### config.mk
export PLATFORM = sky130hd
export DESIGN_NAME = if_switch_serial_ctrl_flat
export DESIGN_NICKNAME = d
export VERILOG_FILES = /design/src/rtl/if_switch_pkg.sv /design/src/rtl/if_switch_serial_ctrl_if.sv /design/src/rtl/if_switch_stab_detect.sv /design/src/rtl/if_switch_serial_ctrl.sv /design/src/flat_wrapper.sv
export SDC_FILE = /design/constraint.sdc
export NUM_CORES = 1
export LEC_CHECK = 0
export ABC_AREA = 1
export ABC_CLOCK_PERIOD_IN_PS = 1700
export BUFFER_PORTS_ARGS = -buffer_cell sky130_fd_sc_hd__buf_4
export CELL_PAD_IN_SITES_DETAIL_PLACEMENT = 1
export CELL_PAD_IN_SITES_GLOBAL_PLACEMENT = 1
export CORE_UTILIZATION = 34
export DETAILED_ROUTE_END_ITERATION = 6
export GPL_TIMING_DRIVEN = 0
export PLACE_DENSITY_LB_ADDON = 0.1
export SYNTH_ARGS = -nofsm -noshare
export SYNTH_HDL_FRONTEND = slang
export SYNTH_SLANG_ARGS = --single-unit
### constraint.sdc
create_clock -name user_clk -period 1.7 [get_ports user_clk]
set_input_delay 0.085 -clock user_clk [delete_from_list [all_inputs] [get_ports user_clk]]
set_output_delay 0.085 -clock user_clk [all_outputs]
set_load 0.1 [all_outputs]
### src/rtl/if_switch_pkg.sv
// if_switch_pkg: shared types and constants for the IF-switch serial controller.
//   xfer_state_e     transfer FSM states (IDLE, SHIFT, LATCH, GAP)
//   ENABLE_BIT       bit of the software register word that enables transfers
//   STATUS_*         field offsets/widths of the readback word (used when
//                    IF_SWITCH_READBACK_EN is defined)
package if_switch_pkg;

  typedef enum logic [1:0] {
    IDLE  = 2'd0,
    SHIFT = 2'd1,
    LATCH = 2'd2,
    GAP   = 2'd3
  } xfer_state_e;

  localparam int ENABLE_BIT = 31;

  localparam int STATUS_WORD_LSB = 0;
  localparam int STATUS_WORD_W   = 16;
  localparam int STATUS_BUSY_BIT = 16;
  localparam int STATUS_CNT_LSB  = 17;
  localparam int STATUS_CNT_W    = 15;

endpackage

### src/rtl/if_switch_serial_ctrl_if.sv
// if_switch_serial_ctrl_if: groups the register input and serial-link/status
// outputs of if_switch_serial_ctrl.
//   reg_in      software register word (bit 31 enable, low SHIFT_W bits payload)
//   sclk/sdata/le  3-wire serial link to the IF-board latch
//   busy        transfer in progress (including guard gap)
//   sent_word   last payload fully latched
//   status_out  readback word
// Modports: master = controller side, slave = register source / link observer.
interface if_switch_serial_ctrl_if #(
  parameter int SHIFT_W = 16
);
  logic [31:0]        reg_in;
  logic               sclk;
  logic               sdata;
  logic               le;
  logic               busy;
  logic [SHIFT_W-1:0] sent_word;
  logic [31:0]        status_out;

  modport master (
    input  reg_in,
    output sclk, sdata, le, busy, sent_word, status_out
  );

  modport slave (
    output reg_in,
    input  sclk, sdata, le, busy, sent_word, status_out
  );
endinterface

### src/rtl/if_switch_stab_detect.sv
// if_switch_stab_detect: registers a software register word once and reports
// when its payload field has stayed unchanged for STABLE_CYCLES cycles.
//   clk, rst_n  clock, synchronous active-low reset
//   din         raw register word
//   enable      registered din[ENABLE_BIT]
//   stable      payload unchanged for STABLE_CYCLES consecutive cycles
//   payload     registered din[W-1:0]
module if_switch_stab_detect
  import if_switch_pkg::*;
#(
  parameter int W             = 16,
  parameter int STABLE_CYCLES = 4
) (
  input  logic          clk,
  input  logic          rst_n,
  input  logic [31:0]   din,
  output logic          enable,
  output logic          stable,
  output logic [W-1:0]  payload
);

  localparam int CNT_W = (STABLE_CYCLES > 1) ? $clog2(STABLE_CYCLES + 1) : 1;
  localparam logic [CNT_W-1:0] CNT_MAX = CNT_W'(STABLE_CYCLES);

  logic [31:0]      q_r;
  logic [CNT_W-1:0] cnt_r;
  logic             unused_q_s;

  // Register the word and count how long its payload has been unchanged;
  // the incoming word is compared with q so the count clears on the same
  // edge at which q takes a new payload.
  always_ff @(posedge clk) begin
    if (!rst_n) begin
      q_r   <= 32'd0;
      cnt_r <= '0;
    end else begin
      q_r <= din;
      if (din[W-1:0] != q_r[W-1:0]) begin
        cnt_r <= '0;
      end else if (cnt_r != CNT_MAX) begin
        cnt_r <= cnt_r + CNT_W'(1);
      end else begin
        cnt_r <= cnt_r;
      end
    end
  end

  assign enable  = q_r[ENABLE_BIT];
  assign stable  = (cnt_r == CNT_MAX);
  assign payload = q_r[W-1:0];

  // Bits between the payload and the enable are intentionally ignored.
  assign unused_q_s = ^q_r;

endmodule

### src/rtl/if_switch_serial_ctrl.sv
// if_switch_serial_ctrl: qualifies the if_switch software register word and
// shifts each new setting MSB-first over sclk/sdata/le to the IF-board latch.
//   user_clk    sole clock
//   user_rst_n  synchronous active-low reset (abandons any transfer)
//   bus         if_switch_serial_ctrl_if.master: reg_in in; sclk, sdata, le,
//               busy, sent_word, status_out out
// Optional macro IF_SWITCH_READBACK_EN: status_out = {xfer_cnt[14:0], busy,
// sent_word zero-extended to 16}; requires SHIFT_W <= 16. Undefined: status_out = 0.
module if_switch_serial_ctrl
  import if_switch_pkg::*;
#(
  parameter int SHIFT_W       = 16,
  parameter int CLK_DIV       = 4,
  parameter int STABLE_CYCLES = 4,
  parameter int LE_CYCLES     = 2
) (
  input logic                    user_clk,
  input logic                    user_rst_n,
  if_switch_serial_ctrl_if.master bus
);

  localparam int BIT_W = (SHIFT_W > 1)   ? $clog2(SHIFT_W)   : 1;
  localparam int DIV_W = (CLK_DIV > 1)   ? $clog2(CLK_DIV)   : 1;
  localparam int LE_W  = (LE_CYCLES > 1) ? $clog2(LE_CYCLES) : 1;
  localparam logic [BIT_W-1:0] BIT_FIRST = BIT_W'(SHIFT_W - 1);
  localparam logic [DIV_W-1:0] DIV_LAST  = DIV_W'(CLK_DIV - 1);
  localparam logic [LE_W-1:0]  LE_LAST   = LE_W'(LE_CYCLES - 1);

  logic               enable_s;
  logic               stable_s;
  logic [SHIFT_W-1:0] payload_s;
  logic               trigger_s;
  logic               shift_done_s;

  xfer_state_e        state_r;
  logic [SHIFT_W-1:0] word_r;
  logic [BIT_W-1:0]   bit_cnt_r;
  logic [DIV_W-1:0]   div_cnt_r;
  logic [LE_W-1:0]    le_cnt_r;
  logic               sent_valid_r;
  logic               sclk_r;
  logic               sdata_r;
  logic               le_r;
  logic               busy_r;
  logic [SHIFT_W-1:0] sent_word_r;

  if_switch_stab_detect #(
    .W             (SHIFT_W),
    .STABLE_CYCLES (STABLE_CYCLES)
  ) u_stab (
    .clk     (user_clk),
    .rst_n   (user_rst_n),
    .din     (bus.reg_in),
    .enable  (enable_s),
    .stable  (stable_s),
    .payload (payload_s)
  );

  assign trigger_s = enable_s && stable_s && (!sent_valid_r || (payload_s != sent_word_r));

  // End of the high phase of bit 0: the cycle that enters LATCH.
  assign shift_done_s = (state_r == SHIFT) && sclk_r && (div_cnt_r == DIV_LAST) &&
                        (bit_cnt_r == '0);

  // Transfer FSM with registered link outputs.
  always_ff @(posedge user_clk) begin
    if (!user_rst_n) begin
      state_r      <= IDLE;
      word_r       <= '0;
      bit_cnt_r    <= '0;
      div_cnt_r    <= '0;
      le_cnt_r     <= '0;
      sent_valid_r <= 1'b0;
      sclk_r       <= 1'b0;
      sdata_r      <= 1'b0;
      le_r         <= 1'b0;
      busy_r       <= 1'b0;
      sent_word_r  <= '0;
    end else begin
      case (state_r)
        IDLE: begin
          sclk_r <= 1'b0;
          le_r   <= 1'b0;
          if (trigger_s) begin
            word_r    <= payload_s;
            bit_cnt_r <= BIT_FIRST;
            div_cnt_r <= '0;
            sdata_r   <= payload_s[SHIFT_W-1];
            busy_r    <= 1'b1;
            state_r   <= SHIFT;
          end else begin
            sdata_r <= 1'b0;
            busy_r  <= 1'b0;
            state_r <= IDLE;
          end
        end
        SHIFT: begin
          if (div_cnt_r != DIV_LAST) begin
            div_cnt_r <= div_cnt_r + DIV_W'(1);
          end else begin
            div_cnt_r <= '0;
            if (!sclk_r) begin
              sclk_r <= 1'b1;
            end else if (shift_done_s) begin
              sclk_r       <= 1'b0;
              le_r         <= 1'b1;
              le_cnt_r     <= '0;
              sent_word_r  <= word_r;
              sent_valid_r <= 1'b1;
              state_r      <= LATCH;
            end else begin
              // Falling edge: present the next lower bit while sclk is low.
              sclk_r    <= 1'b0;
              bit_cnt_r <= bit_cnt_r - BIT_W'(1);
              sdata_r   <= word_r[bit_cnt_r - BIT_W'(1)];
            end
          end
        end
        LATCH: begin
          if (le_cnt_r == LE_LAST) begin
            le_r      <= 1'b0;
            sdata_r   <= 1'b0;
            div_cnt_r <= '0;
            state_r   <= GAP;
          end else begin
            le_cnt_r <= le_cnt_r + LE_W'(1);
          end
        end
        GAP: begin
          if (div_cnt_r == DIV_LAST) begin
            busy_r  <= 1'b0;
            state_r <= IDLE;
          end else begin
            div_cnt_r <= div_cnt_r + DIV_W'(1);
          end
        end
        default: begin
          state_r <= IDLE;
          sclk_r  <= 1'b0;
          sdata_r <= 1'b0;
          le_r    <= 1'b0;
          busy_r  <= 1'b0;
        end
      endcase
      // Dropping enable forgets the last word so re-enabling resends it.
      if (!enable_s) begin
        sent_valid_r <= 1'b0;
      end
    end
  end

  assign bus.sclk      = sclk_r;
  assign bus.sdata     = sdata_r;
  assign bus.le        = le_r;
  assign bus.busy      = busy_r;
  assign bus.sent_word = sent_word_r;

`ifdef IF_SWITCH_READBACK_EN
  logic [STATUS_CNT_W-1:0]  xfer_cnt_r;
  logic [STATUS_WORD_W-1:0] sent16_s;
  logic [31:0]              status_r;

  assign sent16_s = STATUS_WORD_W'(sent_word_r);

  // Completed-transfer counter (wraps) and registered readback word.
  always_ff @(posedge user_clk) begin
    if (!user_rst_n) begin
      xfer_cnt_r <= '0;
      status_r   <= 32'd0;
    end else begin
      if (shift_done_s) begin
        xfer_cnt_r <= xfer_cnt_r + STATUS_CNT_W'(1);
      end else begin
        xfer_cnt_r <= xfer_cnt_r;
      end
      status_r[STATUS_CNT_LSB +: STATUS_CNT_W]   <= xfer_cnt_r;
      status_r[STATUS_BUSY_BIT]                  <= busy_r;
      status_r[STATUS_WORD_LSB +: STATUS_WORD_W] <= sent16_s;
    end
  end

  assign bus.status_out = status_r;
`else
  assign bus.status_out = 32'd0;
`endif

endmodule

### src/flat_wrapper.sv
// flat-port wrapper written by rule: the top's interface ports become plain ports
module if_switch_serial_ctrl_flat import if_switch_pkg::*;
#(
  parameter int SHIFT_W       = 16,
  parameter int CLK_DIV       = 4,
  parameter int STABLE_CYCLES = 4,
  parameter int LE_CYCLES     = 2
)
  (user_clk, user_rst_n, bus_reg_in, bus_sclk, bus_sdata, bus_le, bus_busy, bus_sent_word, bus_status_out);
  if_switch_serial_ctrl_if #(.SHIFT_W(SHIFT_W)) bus_i ();
  input logic user_clk;
  input logic user_rst_n;
  input wire logic [$bits(bus_i.reg_in)-1:0] bus_reg_in;
  output wire logic [$bits(bus_i.sclk)-1:0] bus_sclk;
  output wire logic [$bits(bus_i.sdata)-1:0] bus_sdata;
  output wire logic [$bits(bus_i.le)-1:0] bus_le;
  output wire logic [$bits(bus_i.busy)-1:0] bus_busy;
  output wire logic [$bits(bus_i.sent_word)-1:0] bus_sent_word;
  output wire logic [$bits(bus_i.status_out)-1:0] bus_status_out;
  assign bus_i.reg_in = bus_reg_in;
  assign bus_sclk = bus_i.sclk;
  assign bus_sdata = bus_i.sdata;
  assign bus_le = bus_i.le;
  assign bus_busy = bus_i.busy;
  assign bus_sent_word = bus_i.sent_word;
  assign bus_status_out = bus_i.status_out;
  if_switch_serial_ctrl #(.SHIFT_W(SHIFT_W), .CLK_DIV(CLK_DIV), .STABLE_CYCLES(STABLE_CYCLES), .LE_CYCLES(LE_CYCLES)) u_core (.user_clk(user_clk), .user_rst_n(user_rst_n), .bus(bus_i));
endmodule
; Word-level counts from Yosys, hierarchy flattened
; Cells that the tools add are included.
[classes]
n_addsub = 4
magnitude_cmp = 1
eq_ne = 17
mux = 40
bitwise = 2
reduce_logical = 25
[op_table]
columns = op, n
row1 = 16-bit inequality test, 2
row2 = 5-bit AND reduction, 4
row3 = 1-bit two-way mux, 18
row4 = 2-bit two-way mux, 9
row5 = 4-bit two-way mux, 4
row6 = 2-bit case mux with 4 select lines, 2
row7 = 2-bit by 1-bit inequality test with 1-bit output (second input constant), 5
row8 = 2-bit inequality test (second input constant), 4
row9 = 4-bit case mux with 2 select lines, 1
row10 = 2-bit AND reduction, 4
row11 = 4-bit AND reduction, 2
row12 = 2-bit == test (second input constant), 3
row13 = 1-bit case mux with 2 select lines, 3
row14 = 1-bit case mux with 3 select lines, 2
row15 = 2-bit nonzero test, 3
row16 = 1-bit logical AND, 5
row17 = 4-bit by 5-bit less-than comparator with 1-bit output (second input constant), 1
row18 = 1-bit binary-select mux with 4-bit select, 1
row19 = 4-bit zero test, 1
row20 = 4-bit by 1-bit subtractor with 4-bit output (second input constant), 1
row21 = 3-bit by 1-bit adder with 3-bit output (second input constant), 1
row22 = 3-bit == test (second input constant), 1
row23 = 3-bit inequality test (second input constant), 1
row24 = 3-bit AND reduction, 1
row25 = other kinds (9), 10
[totals]
reg_bits = 81
out_inout_bits = 52
elab_cells = 102

; Longest topological paths before layout
[depth]
word_depth = 8
depth_mapped = 14
ltp_nobuf = 13

; Modules after synthesis
; A second synthesis with hierarchy kept.
[hier_totals]
hier_cells = 538
hier_area_um2 = 3613.5
[modules_own_cells]
columns = mod, instances, cells_each, area_each_um2, seq_area_each_um2
row1 = if_switch_serial_ctrl, 1, 390, 2661.3, 920.9
row2 = if_switch_stab_detect, 1, 148, 952.2, 400.4

; Least setup slack after synthesis
; Ideal clock, no wire load.
[synth_timing]
kind = reg2reg
startpoint = register u_core.sent_word_r[0], in the netlist u_core.bus.sent_word[0]
endpoint = register u_core.bit_cnt_r[0]
setup_ps = 115
arrival_time_ps = 2011
required_ps = 1585
slack_ps = -426
stages_incl_launch_ff = 13
synth_period_minus_slack_ps = 2126
path_cell_list = dfxtp_1 -> inv_1 -> nand2_1 -> nand2_1 -> nor2_1 -> nand2_1 -> nor2_2 -> nand3_2 -> nand2_2 -> nand2_2 -> clkbuf_8 -> a21oi_1 -> nor2_1
[synth_between]
elab_chain_len = 5
[synth_rtl]
columns = element, line_no
row1 = from (decl), if_switch_serial_ctrl.sv:45  ; logic [SHIFT_W-1:0] sent_word_r;
row2 = from (signal assigned), if_switch_serial_ctrl.sv:108  ; sent_word_r <= word_r;
row3 = 16-bit inequality test, if_switch_serial_ctrl.sv:59  ; assign trigger_s = enable_s && stable_s && (!sent_valid_r || (payload_s != sent_word_r));
row4 = 1-bit logical OR, if_switch_serial_ctrl.sv:59
row5 = 1-bit logical AND, if_switch_serial_ctrl.sv:59
row6 = 2-bit by 1-bit inequality test with 1-bit output (no source line), -
row7 = 5-bit AND reduction (no source line), -
row8 = to (signal assigned), if_switch_serial_ctrl.sv:114  ; bit_cnt_r <= bit_cnt_r - BIT_W'(1);
row9 = to (decl), if_switch_serial_ctrl.sv:37  ; logic [BIT_W-1:0] bit_cnt_r;
; Every way passes these cells.
; A chain may end at the register's enable or synchronous reset.

; Worst setup path in the final report
[layout_timing]
startpoint = register u_core.u_stab.q_r[15]
endpoint = register u_core.word_r[5]
[layout_between]
elab_chain_len = 4
[layout_rtl]
columns = element, line_no
row1 = from (decl), if_switch_stab_detect.sv:25  ; logic [31:0] q_r;
row2 = from (signal assigned), if_switch_stab_detect.sv:37  ; q_r <= din;
row3 = 16-bit inequality test, if_switch_serial_ctrl.sv:59
row4 = 1-bit logical OR, if_switch_serial_ctrl.sv:59
row5 = 1-bit logical AND, if_switch_serial_ctrl.sv:59
row6 = 2-bit AND reduction (no source line), -
row7 = to (signal assigned), if_switch_serial_ctrl.sv:85  ; word_r <= payload_s;
row8 = to (decl), if_switch_serial_ctrl.sv:36  ; logic [SHIFT_W-1:0] word_r;
; Every way passes these cells.

==> results.txt <==
Post-DP HPWL -> 7920 um
LEAKAGE -> 0.00242 uW
initial drt markers -> 96
min-delay src -> user_rst_n
global-route wire length before repair -> 17700 um
worst slew pin tran -> 0.668 ns
share of layout cells above drive strength 1 -> 30.1%
CTS H-tree depth -> 3
Vias/cell -> 4.54
CP bufs+invs -> 2
Async SR Flop Fraction -> 0%
drt first pass iters -> 5
Hold WC Path Type -> in -> reg
Avg Inst Size Synth -> 6.82 um^2
minimum period implied by the final worst setup slack -> 1.66 ns
crit-path max cell delay -> 0.44 ns
Peak Freq -> 603 MHz
Slew Viols, Final -> 0
CP required -> 1.93 ns
Slowest-stage cell, CP -> dfxtp_1
CTS root buf -> clkbuf_8
Synth warnings -> 0
pre-CTS WS -> -0.377 ns
final worst slack -> 0.0422 ns
Synth Instances -> 521
cell chain of the critical path -> nor2_1 -> nor2_1 -> nand3_1 -> nor2_2 -> nand3_2 -> nand2_4 -> inv_4 -> nand2_8 -> buf_8 -> nand2_2 -> nand2_1 -> nor2_1
initial core utilization -> 35.7%
Synth area leaders -> dfxtp_1 (37%), nand2_1 (12%), inv_1 (8.7%), nor2_1 (7.0%), buf_4 (6.8%)
Num CTS Buffers -> 9
CP top delay family -> simple AND/OR/NAND/NOR gates
ys flop type -> dfxtp_1
DIE WIDTH -> 104 um
Die Y -> 104 um
DRC -> 0
most numerous cell on the critical path -> nor2_1
Seq/Total Area, Yosys -> 37.2%
P&R area growth vs syn -> 37.9%
largest net degree at the start of global routing -> 13
Final period util -> 97.5%
worst-path fanout max -> 6
per-cell routed wire length -> 14.1 um
Reg clk slew, reported paths -> 0.08 ns
Die Area -> 10900 um^2
RR Startpoint -> u_core.u_stab.q_r[15]$_SDFF_PN0_
sinks on the clock net -> 66
Worst Clk Skew -> 0.0106 ns
mapped cell area -> 3550 um^2
Post-synth EDFFs -> 0
Tot GR Track Use -> 20.9%
overflow left after global routing -> 0
DRT antenna net count -> 0
Placer Congestion -> 0.792
Final nets -> 673
RSZ-0062 raised after global routing -> yes
TNS Setup -> 0 ns
Seq cells post-synth -> 66
Max rail drop VDD -> 0.908 mV
CTS tree -> done
most frequent cells in the layout -> nand2_1 (99), buf_4 (78), inv_1 (77)
count of cell types in the netlist -> 37
kind of critical path -> reg -> reg
antenna fix cells -> 0
PwrDens -> 1220 nW/um^2
Synth top area share -> 37.2%
MaxCap Viol Count -> 0
critical path arrival -> 1.89 ns
Final Hold Fails -> 0
most area-hungry cell type in the Yosys netlist -> dfxtp_1
most common cell after layout, fill and taps aside -> nand2_1
status -> finished clean
Slew HR -> 55.4%
final WL -> 10800 um
clk_lat worst skew -> 0.34 ns
Final setup viols -> 0
core area -> 9950 um^2
I/O Pins -> 86
initial antenna violation count -> 0
vias in the first global route -> 3513
CTS max path bufs -> 2
Vias -> 3479
startpoint class of the critical path -> flop
input/output buffers -> 37
row count -> 36
crit end category -> flop
worst setup path startpoint -> u_core.u_stab.q_r[15]$_SDFF_PN0_
-- metrics by stage --
stage / std cells / hold WS [ns] / util [%] / power (uW) / instance area [um^2]
floorplan: 552 / 0.178 / - / 3610 / 3710
global placement: 722 / 0.270 / 41.8 / 4020 / 4160
detailed placement: 722 / 0.280 / 41.8 / 4090 / 4160
CTS: 760 / 0.233 / 46.9 / 5700 / 4670
global route: 767 / 0.274 / 49.2 / 6360 / 4900
finish: 767 / 0.254 / 49.2 / 5980 / 4900
-- worst reg2reg max path, delay by kind of cell, from the launching register on --
kind	cells	cell delay, ns
simple gates	10	0.91
flops	1	0.44
buf+inv	2	0.20
-- cell type report --
cell class / count / area (um^2)
fillers: 1277 / 5060
inverters: 85 / 328
plain buffers: 47 / 374
clock buffers: 9 / 124
flip-flops and latches: 66 / 1380
repair buffers: 66 / 588
multi-input cells: 354 / 1870
clock inverters: 7 / 70.1
well taps: 133 / 166
-- what timing repair did --
| action | 4_1_cts | 5_1_grt |
|---|---|---|
| pin swaps | 7 | 16 |
| hold buffers | 17 | 0 |
| endpoints found under the hold margin | 17 | 0 |
| resized for setup | 28 | 58 |
| endpoints found under the setup margin | 43 | 41 |
| gates cloned | 1 | 1 |
| buffers inserted | 4 | 6 |
-- routing by layer --
layer	vias up	global-route usage (%)	part of all wire, %
met5	-	0	0
met4	0	4.90	0.67
met3	8	3.57	3.5
met2	68	36.4	49
met1	1638	26.8	46
li1	1765	-	-
-- cells by family (layout without fill, tap and decap cells) --
| group | Yosys count | count (layout) | share of synthesized area [%] |
|---|---|---|---|
| AO/OA/AOI/OAI | 87 | 87 | 13.4 |
| AND/OR/NAND/NOR | 216 | 216 | 24.8 |
| adder cells (fa/ha/maj) | 10 | 10 | 3.52 |
| buffers and inverters | 132 | 214 | 18.7 |
| flip-flops | 66 | 66 | 37.2 |
| XOR/XNOR | 9 | 9 | 2.22 |
| other | 1 | 32 | 0.106 |
-- synthesized netlist by cell type, types with 3 or more instances --
cell type and n:
nor2_1 66, o22ai_1 4, xnor2_1 7, nand3_1 17, dfxtp_1 66, buf_6 5, a211oi_1 3, buf_4 32
nand2_1 117, a21oi_1 39, or2_2 3, ha_1 10, inv_1 82, o21ai_0 30, clkbuf_1 6, a22o_1 3
-- power breakdown --
| part | switching [uW] | internal (uW) | leakage (uW) |
|---|---|---|---|
| sequential | 156 | 1690 | 0.000553 |
| clock | 653 | 675 | 0.000101 |
| combinational | 1750 | 1050 | 0.00177 |
| total | 2560 | 3420 | 0.00242 |
-- worst paths after layout --
check                                                   endpoint  slack, ns  cells past startpoint
worst max register to register     u_core.word_r[5]$_SDFFE_PN0P_       0.04                     12
worst max-delay path               u_core.word_r[5]$_SDFFE_PN0P_       0.04                     12
worst min register to register        u_core.bus.le$_SDFFE_PN0P_       0.48                      2
worst min-delay path            u_core.u_stab.q_r[10]$_SDFF_PN0_       0.25                      4
-- registers in the layout (all words and copies together), names as in the netlist, 2 cells and up --
name	count
u_core.bit_cnt_r	4
u_core.bus.sent_word	16
u_core.div_cnt_r	2
u_core.state_r	2
u_core.u_stab.cnt_r	3
u_core.u_stab.q_r	17
u_core.word_r	16
No activity file was read; power rests on OpenSTA's default activity.
